===== src/rtl/iic_sineana_pkg.sv =====
// Shared definitions for the sine generator analyzer.
// FSM state encoding and default widths and thresholds.
package iic_sineana_pkg;

    localparam int BW_DEF    = 16;
    localparam int DIV_W_DEF = 8;
    localparam int CNT_W_DEF = 16;
    localparam int HYST_DEF  = 64;

    typedef logic [1:0] state_t;

    localparam logic [1:0] IDLE    = 2'd0;
    localparam logic [1:0] SEEK    = 2'd1;
    localparam logic [1:0] MEASURE = 2'd2;

endpackage


===== src/rtl/iic_sineana_if.sv =====
// Generator sample input, read strobe, analyzer control and results.
// master drives samples and control, slave is the analyzer.
interface iic_sineana_if #(
    parameter int BW    = iic_sineana_pkg::BW_DEF,
    parameter int DIV_W = iic_sineana_pkg::DIV_W_DEF,
    parameter int CNT_W = iic_sineana_pkg::CNT_W_DEF
);

    logic signed [BW-1:0] data_i;
    logic                 data_rd_o;
    logic                 tst_ana_en_i;
    logic [DIV_W-1:0]     tst_ana_div_i;
    logic                 clr_i;
    logic signed [BW-1:0] peak_pos_o;
    logic signed [BW-1:0] peak_neg_o;
    logic [CNT_W-1:0]     period_o;
    logic [CNT_W-1:0]     zc_cnt_o;
    logic                 valid_o;

    modport master (
        output data_i,
        output tst_ana_en_i,
        output tst_ana_div_i,
        output clr_i,
        input  data_rd_o,
        input  peak_pos_o,
        input  peak_neg_o,
        input  period_o,
        input  zc_cnt_o,
        input  valid_o
    );

    modport slave (
        input  data_i,
        input  tst_ana_en_i,
        input  tst_ana_div_i,
        input  clr_i,
        output data_rd_o,
        output peak_pos_o,
        output peak_neg_o,
        output period_o,
        output zc_cnt_o,
        output valid_o
    );

endinterface


===== src/rtl/iic_sineana_div.sv =====
// Read-interval divider: strobes once every div+1 enabled cycles.
// The compare is live, so a new div lower than the count wraps around.
module iic_sineana_div
    import iic_sineana_pkg::*;
#(
    parameter int DIV_W = DIV_W_DEF
) (
    input  logic             clk_i,
    input  logic             rst_i,
    input  logic             en,
    input  logic [DIV_W-1:0] div,
    output logic             rd
);

    logic [DIV_W-1:0] cnt_q;
    logic             hit;

    assign hit = (cnt_q == div);
    assign rd  = en & hit;

    always_ff @(posedge clk_i or posedge rst_i) begin
        if (rst_i) begin
            cnt_q <= '0;
        end else if (!en) begin
            cnt_q <= '0;
        end else if (hit) begin
            cnt_q <= '0;
        end else begin
            cnt_q <= cnt_q + 1'b1;
        end
    end

endmodule


===== src/rtl/iic_sineana.sv =====
// Sine analyzer: peaks, rising zero crossings and period in reads.
// Define IIC_SINEANA_HYST_EN for hysteresis-based crossing detection.
module iic_sineana
    import iic_sineana_pkg::*;
#(
    parameter int BW    = BW_DEF,
    parameter int DIV_W = DIV_W_DEF,
    parameter int CNT_W = CNT_W_DEF,
    parameter int HYST  = HYST_DEF
) (
    input  logic          clk_i,
    input  logic          rst_i,
    iic_sineana_if.slave  bus
);

    if (HYST < 0) begin : g_bad_hyst
        $error("HYST must be non-negative");
    end

    logic                 rd;
    logic                 en;
    logic                 clr;
    logic                 xing;
    logic signed [BW-1:0] sample;

    state_t               state_q;
    logic signed [BW-1:0] peak_pos_q;
    logic signed [BW-1:0] peak_neg_q;
    logic [CNT_W-1:0]     period_q;
    logic [CNT_W-1:0]     zc_q;
    logic [CNT_W-1:0]     count_q;
    logic                 valid_q;
    logic [CNT_W-1:0]     count_inc;
    logic [CNT_W-1:0]     zc_inc;

    assign en     = bus.tst_ana_en_i;
    assign clr    = bus.clr_i;
    assign sample = bus.data_i;

    iic_sineana_div #(
        .DIV_W (DIV_W)
    ) u_div (
        .clk_i (clk_i),
        .rst_i (rst_i),
        .en    (en),
        .div   (bus.tst_ana_div_i),
        .rd    (rd)
    );

`ifdef IIC_SINEANA_HYST_EN
    localparam logic signed [BW-1:0] H_POS = BW'(HYST);
    localparam logic signed [BW-1:0] H_NEG = BW'(-HYST);

    logic arm_q;

    assign xing = arm_q && (sample >= H_POS);

    // Arm tracks every read, clear included, like the plain edge detector
    always_ff @(posedge clk_i or posedge rst_i) begin
        if (rst_i) begin
            arm_q <= 1'b0;
        end else if (rd) begin
            if (xing) begin
                arm_q <= 1'b0;
            end else if (sample < H_NEG) begin
                arm_q <= 1'b1;
            end
        end
    end
`else
    logic signed [BW-1:0] prev_q;

    assign xing = prev_q[BW-1] && !sample[BW-1];

    // Loads on every read, even one swallowed by a clear
    always_ff @(posedge clk_i or posedge rst_i) begin
        if (rst_i) begin
            prev_q <= '0;
        end else if (rd) begin
            prev_q <= sample;
        end
    end
`endif

    assign count_inc = (&count_q) ? count_q : count_q + 1'b1;
    assign zc_inc    = (&zc_q) ? zc_q : zc_q + 1'b1;

    always_ff @(posedge clk_i or posedge rst_i) begin
        if (rst_i) begin
            state_q    <= IDLE;
            peak_pos_q <= '0;
            peak_neg_q <= '0;
            period_q   <= '0;
            zc_q       <= '0;
            count_q    <= '0;
            valid_q    <= 1'b0;
        end else if (clr) begin
            state_q    <= en ? SEEK : IDLE;
            peak_pos_q <= '0;
            peak_neg_q <= '0;
            period_q   <= '0;
            zc_q       <= '0;
            count_q    <= '0;
            valid_q    <= 1'b0;
        end else if (!en) begin
            state_q <= IDLE;
        end else begin
            if (rd) begin
                if (sample > peak_pos_q) begin
                    peak_pos_q <= sample;
                end
                if (sample < peak_neg_q) begin
                    peak_neg_q <= sample;
                end
            end
            unique case (state_q)
                IDLE: begin
                    state_q <= SEEK;
                end
                SEEK: begin
                    if (rd && xing) begin
                        state_q <= MEASURE;
                        count_q <= CNT_W'(1);
                        zc_q    <= zc_inc;
                    end
                end
                MEASURE: begin
                    if (rd) begin
                        if (xing) begin
                            period_q <= count_q;
                            valid_q  <= 1'b1;
                            count_q  <= CNT_W'(1);
                            zc_q     <= zc_inc;
                        end else begin
                            count_q <= count_inc;
                        end
                    end
                end
                default: begin
                    state_q <= IDLE;
                end
            endcase
        end
    end

    assign bus.data_rd_o  = rd;
    assign bus.peak_pos_o = peak_pos_q;
    assign bus.peak_neg_o = peak_neg_q;
    assign bus.period_o   = period_q;
    assign bus.zc_cnt_o   = zc_q;
    assign bus.valid_o    = valid_q;

endmodule


===== src/flat_wrapper.sv =====
// flat-port wrapper written by rule: the top's interface ports become plain ports
module iic_sineana_flat import iic_sineana_pkg::*;
#(
    parameter int BW    = BW_DEF,
    parameter int DIV_W = DIV_W_DEF,
    parameter int CNT_W = CNT_W_DEF,
    parameter int HYST  = HYST_DEF
)
  (clk_i, rst_i, bus_data_i, bus_tst_ana_en_i, bus_tst_ana_div_i, bus_clr_i, bus_data_rd_o, bus_peak_pos_o, bus_peak_neg_o, bus_period_o, bus_zc_cnt_o, bus_valid_o);
  iic_sineana_if #(.BW(BW), .DIV_W(DIV_W), .CNT_W(CNT_W)) bus_i ();
  input  logic clk_i;
  input  logic rst_i;
  input wire logic [$bits(bus_i.data_i)-1:0] bus_data_i;
  input wire logic [$bits(bus_i.tst_ana_en_i)-1:0] bus_tst_ana_en_i;
  input wire logic [$bits(bus_i.tst_ana_div_i)-1:0] bus_tst_ana_div_i;
  input wire logic [$bits(bus_i.clr_i)-1:0] bus_clr_i;
  output wire logic [$bits(bus_i.data_rd_o)-1:0] bus_data_rd_o;
  output wire logic [$bits(bus_i.peak_pos_o)-1:0] bus_peak_pos_o;
  output wire logic [$bits(bus_i.peak_neg_o)-1:0] bus_peak_neg_o;
  output wire logic [$bits(bus_i.period_o)-1:0] bus_period_o;
  output wire logic [$bits(bus_i.zc_cnt_o)-1:0] bus_zc_cnt_o;
  output wire logic [$bits(bus_i.valid_o)-1:0] bus_valid_o;
  assign bus_i.data_i = bus_data_i;
  assign bus_i.tst_ana_en_i = bus_tst_ana_en_i;
  assign bus_i.tst_ana_div_i = bus_tst_ana_div_i;
  assign bus_i.clr_i = bus_clr_i;
  assign bus_data_rd_o = bus_i.data_rd_o;
  assign bus_peak_pos_o = bus_i.peak_pos_o;
  assign bus_peak_neg_o = bus_i.peak_neg_o;
  assign bus_period_o = bus_i.period_o;
  assign bus_zc_cnt_o = bus_i.zc_cnt_o;
  assign bus_valid_o = bus_i.valid_o;
  iic_sineana #(.BW(BW), .DIV_W(DIV_W), .CNT_W(CNT_W), .HYST(HYST)) u_core (.clk_i(clk_i), .rst_i(rst_i), .bus(bus_i));
endmodule

===== config.mk =====
export PLATFORM = sky130hd
export DESIGN_NAME = iic_sineana_flat
export DESIGN_NICKNAME = d
export VERILOG_FILES = /design/src/rtl/iic_sineana_pkg.sv /design/src/rtl/iic_sineana_if.sv /design/src/rtl/iic_sineana_div.sv /design/src/rtl/iic_sineana.sv /design/src/flat_wrapper.sv
export SDC_FILE = /design/constraint.sdc
export NUM_CORES = 1
export LEC_CHECK = 0
export BUFFER_PORTS_ARGS = -buffer_cell sky130_fd_sc_hd__clkbuf_2
export CORE_MARGIN = 10
export CORE_UTILIZATION = 59
export CTS_BUF_LIST = sky130_fd_sc_hd__clkbuf_4
export CTS_CLUSTER_SIZE = 10
export DETAILED_ROUTE_END_ITERATION = 10
export HOLD_SLACK_MARGIN = 0.08
export PLACE_DENSITY = 0.84
export REMOVE_ABC_BUFFERS = 1
export SKIP_LAST_GASP = 1
export SLEW_MARGIN = 0
export SYNTH_ARGS = -nofsm -noshare
export SYNTH_HDL_FRONTEND = slang
export SYNTH_SLANG_ARGS = --single-unit

===== constraint.sdc =====
create_clock -name clk_i -period 3.8 [get_ports clk_i]
set_input_delay 1.14 -clock clk_i [delete_from_list [all_inputs] [get_ports clk_i]]
set_output_delay 1.14 -clock clk_i [all_outputs]
set_load 0.005 [all_outputs]

==> results.cfg <==
[clock_network]
insertion_delay_ps = 470
clkTransAtPathRegs_ps = 160
cts_hold_buf = 0
cts_buffers = 9
htreeDepth = 3
cts-root-buf = clkbuf_4
cts_tree = built
post_cts_buffers = 0
cts_num_sinks = 92
cts_buffer_depth = 2
cts_resized = 0

[sta]
period_share = 0.979
fmax_mhz = 269
rsz0062_at_grt = false
setup_viol = 0
hold_viol = 0
maxSlewHeadroom = 0.247
finClkSkew_ps = 17.0
tightest_slew_ps = 1120
fin_crit_ps = 3720
slew_violations = 0

[power]
p_per_area_nw_per_um2 = 268
power.leakage_nw = 2.90
ir_worst_vdd_mv = 0.164

[finish]
multiInputGateArea_um2 = 3170
instances_no_fill = 843
drive_gt1_frac = 0.218
seqCellArea_um2 = 2300
area_growth_pct = 11.9
layout.nets = 767
nFillCells = 789
finish.instance_area_um2 = 6530
antenna_cells = 0

[placement]
place.detailed.hpwl_um = 11000
post_dp_cell_area_um2 = 6390
place.port_buffers = 93
place_congestion = 0.938
placed_cells = 827

[drt]
via_per_inst = 6.35
drt_first_iter_violations = 319
vias = 5349
antenna_left = 0
drtPass1Iterations = 6
routedWlPerCell_um = 18.3
finalWirelength_um = 15400
drc = 0

[setup_path]
crit_required_ps = 4190
cp-end-kind = register
critical_path_arrival_ps = 4110
critPathMaxFanout = 16
start_kind = primary input
path_class = primary input to register

[floorplan]
die_h_um = 119
core_region_area_um2 = 9680
die_w_um = 119
io_pins = 94
dieArea_um2 = 14300
start_util = 0.602
rows = 36

[grt]
grt_pass1_vias = 5202
grt_pass1_wl_um = 25700
grtUsageTotal = 0.211
antenna_found_initial = 0
grt_max_degree = 51
gr-total-overflow = 0

[logic_synthesis]
synth-edff-count = 0
netlist_area_um2 = 5830
ys_ff_latch = 92
synth_top_area_share = 0.395
ys.flop_type = dfrtp_1
yosysUniqueCellTypes = 62
synth.area.top_cells = dfrtp_1 (39%), ha_1 (7.3%), a22o_1 (4.8%)
postSynthCellCount = 619
yosys.area.top_type = dfrtp_1
avgSynthCellArea_um2 = 9.42
ys_seq_area_frac = 0.395
yosysWarnings = 0
ys_async_sr_fraction = 1.00

[flow_run]
maxCapViolations = 0

[run_status]
outcome = complete, no violations

[worst_hold_path]
hold_path_class = register to register
==> cell type report <==
| type | instances | area share |
|---|---|---|
| multi-input cells | 451 | 0.485 |
| clock inverters | 7 | 0.0104 |
| inverters | 39 | 0.0226 |
| well taps | 133 | 0.0255 |
| repair buffers | 112 | 0.0932 |
| flip-flops and latches | 92 | 0.353 |
| clock buffers | 9 | 0.0104 |
==> final timing paths <==
check / startpoint / endpoint / slack (ps) / cells past startpoint
min in group asynchronous: rst_i / u_core.bus.peak_neg_o[5] / 700 / 2
max in group asynchronous: rst_i / u_core.u_div.cnt_q[0] / 2240 / 3
max: bus_data_i[15] / u_core.bus.peak_neg_o[9] / 80 / 8
min reg2reg: u_core.prev_q[15] / u_core.prev_q[15] / 500 / 2
min: u_core.prev_q[15] / u_core.prev_q[15] / 500 / 2
max reg2reg: u_core.bus.peak_neg_o[15] / u_core.bus.peak_neg_o[9] / 490 / 8
==> layer usage <==
layer | global-route usage | routed length (um)
met2 | 0.349 | 7570
met3 | 0.0557 | 1190
met5 | 0 | 0
met1 | 0.264 | 6340
met4 | 0.0694 | 308
==> critical path: stages <==
cell and delay, ps:
clkbuf_2 160, ha_1 360, nand4_1 130, or2_2 360, a2111oi_0 900, nor4_1 140
mux2_2 650, mux2i_1 270
==> flip-flops by register name (all words and copies together), names as in the netlist <==
name and count:
u_core.bus.peak_neg_o 16, u_core.bus.peak_pos_o 16, u_core.bus.period_o 16, u_core.prev_q 1, u_core.bus.valid_o 1, u_core.u_div.cnt_q 8, u_core.count_q 16, u_core.state_q 2
u_core.bus.zc_cnt_o 16
==> report_power, final <==
| group | internal [mW] | total [mW] | switching (mW) |
|---|---|---|---|
| registers | 0.989 | 1.00 | 0.0138 |
| logic | 0.0700 | 0.205 | 0.135 |
| clock network | 0.152 | 0.538 | 0.386 |
| total | 1.21 | 1.75 | 0.535 |
==> placed cells by master, fill, tap and decap left out, types with 17 or more instances in the layout <==
cell type,n
a21oi_1,19
a22o_1,32
a31oi_1,17
buf_4,19
clkbuf_2,93
dfrtp_1,92
ha_1,34
inv_1,36
mux2i_1,17
nand2_1,56
nand3_1,24
nand4_1,35
nor2_1,33
o211ai_1,18
o21ai_0,24
==> cell usage after synthesis, types with 2 or more instances <==
master	instances
nand2_1	56
nand4_1	35
or2_2	2
a21o_1	4
xnor2_1	8
o21a_1	2
dfrtp_1	92
a22o_1	32
a211oi_1	2
mux2_2	4
clkbuf_1	18
nor4_1	4
and2b_2	3
buf_1	4
ha_1	34
buf_6	3
a2111oi_0	2
o211ai_1	18
clkbuf_8	2
nor3_1	6
and3_2	3
inv_1	37
buf_2	8
a41oi_1	16
o21ai_0	24
or3_1	3
a21oi_1	19
nand3b_1	16
o31ai_1	8
and2_1	6
xnor2_2	2
mux2i_1	17
or4_1	2
nand2b_1	6
and4_1	2
nand3_1	24
xor2_1	13
nor2b_1	3
and3_1	8
nor2_1	33
a31oi_1	17
==> stage by stage <==
stage / power (mW) / setup WS (ps) / utilization / hold WS, ps / TNS [ps]
after floorplan: 1.13 / -16.8 / - / 439 / -269
after global placement: 1.22 / -177 / 0.660 / 460 / -2660
after detailed placement: 1.22 / -389 / 0.660 / 462 / -5660
after CTS: 1.75 / 96.5 / 0.674 / 495 / 0
after global routing: 1.83 / 116 / 0.674 / 527 / 0
final: 1.75 / 79.6 / 0.674 / 499 / 0
==> cells by family (layout without fill, tap and decap cells) <==
| kind of cell | after synthesis | in the layout | synth area share |
|---|---|---|---|
| simple gates | 220 | 220 | 0.202 |
| compound gates | 153 | 153 | 0.193 |
| flops | 92 | 92 | 0.395 |
| buf+inv | 76 | 167 | 0.0635 |
| fa+ha+maj | 34 | 34 | 0.0729 |
| xor+xnor | 23 | 23 | 0.0371 |
| mux | 21 | 21 | 0.0369 |
No activity file was read; power rests on OpenSTA's default activity.
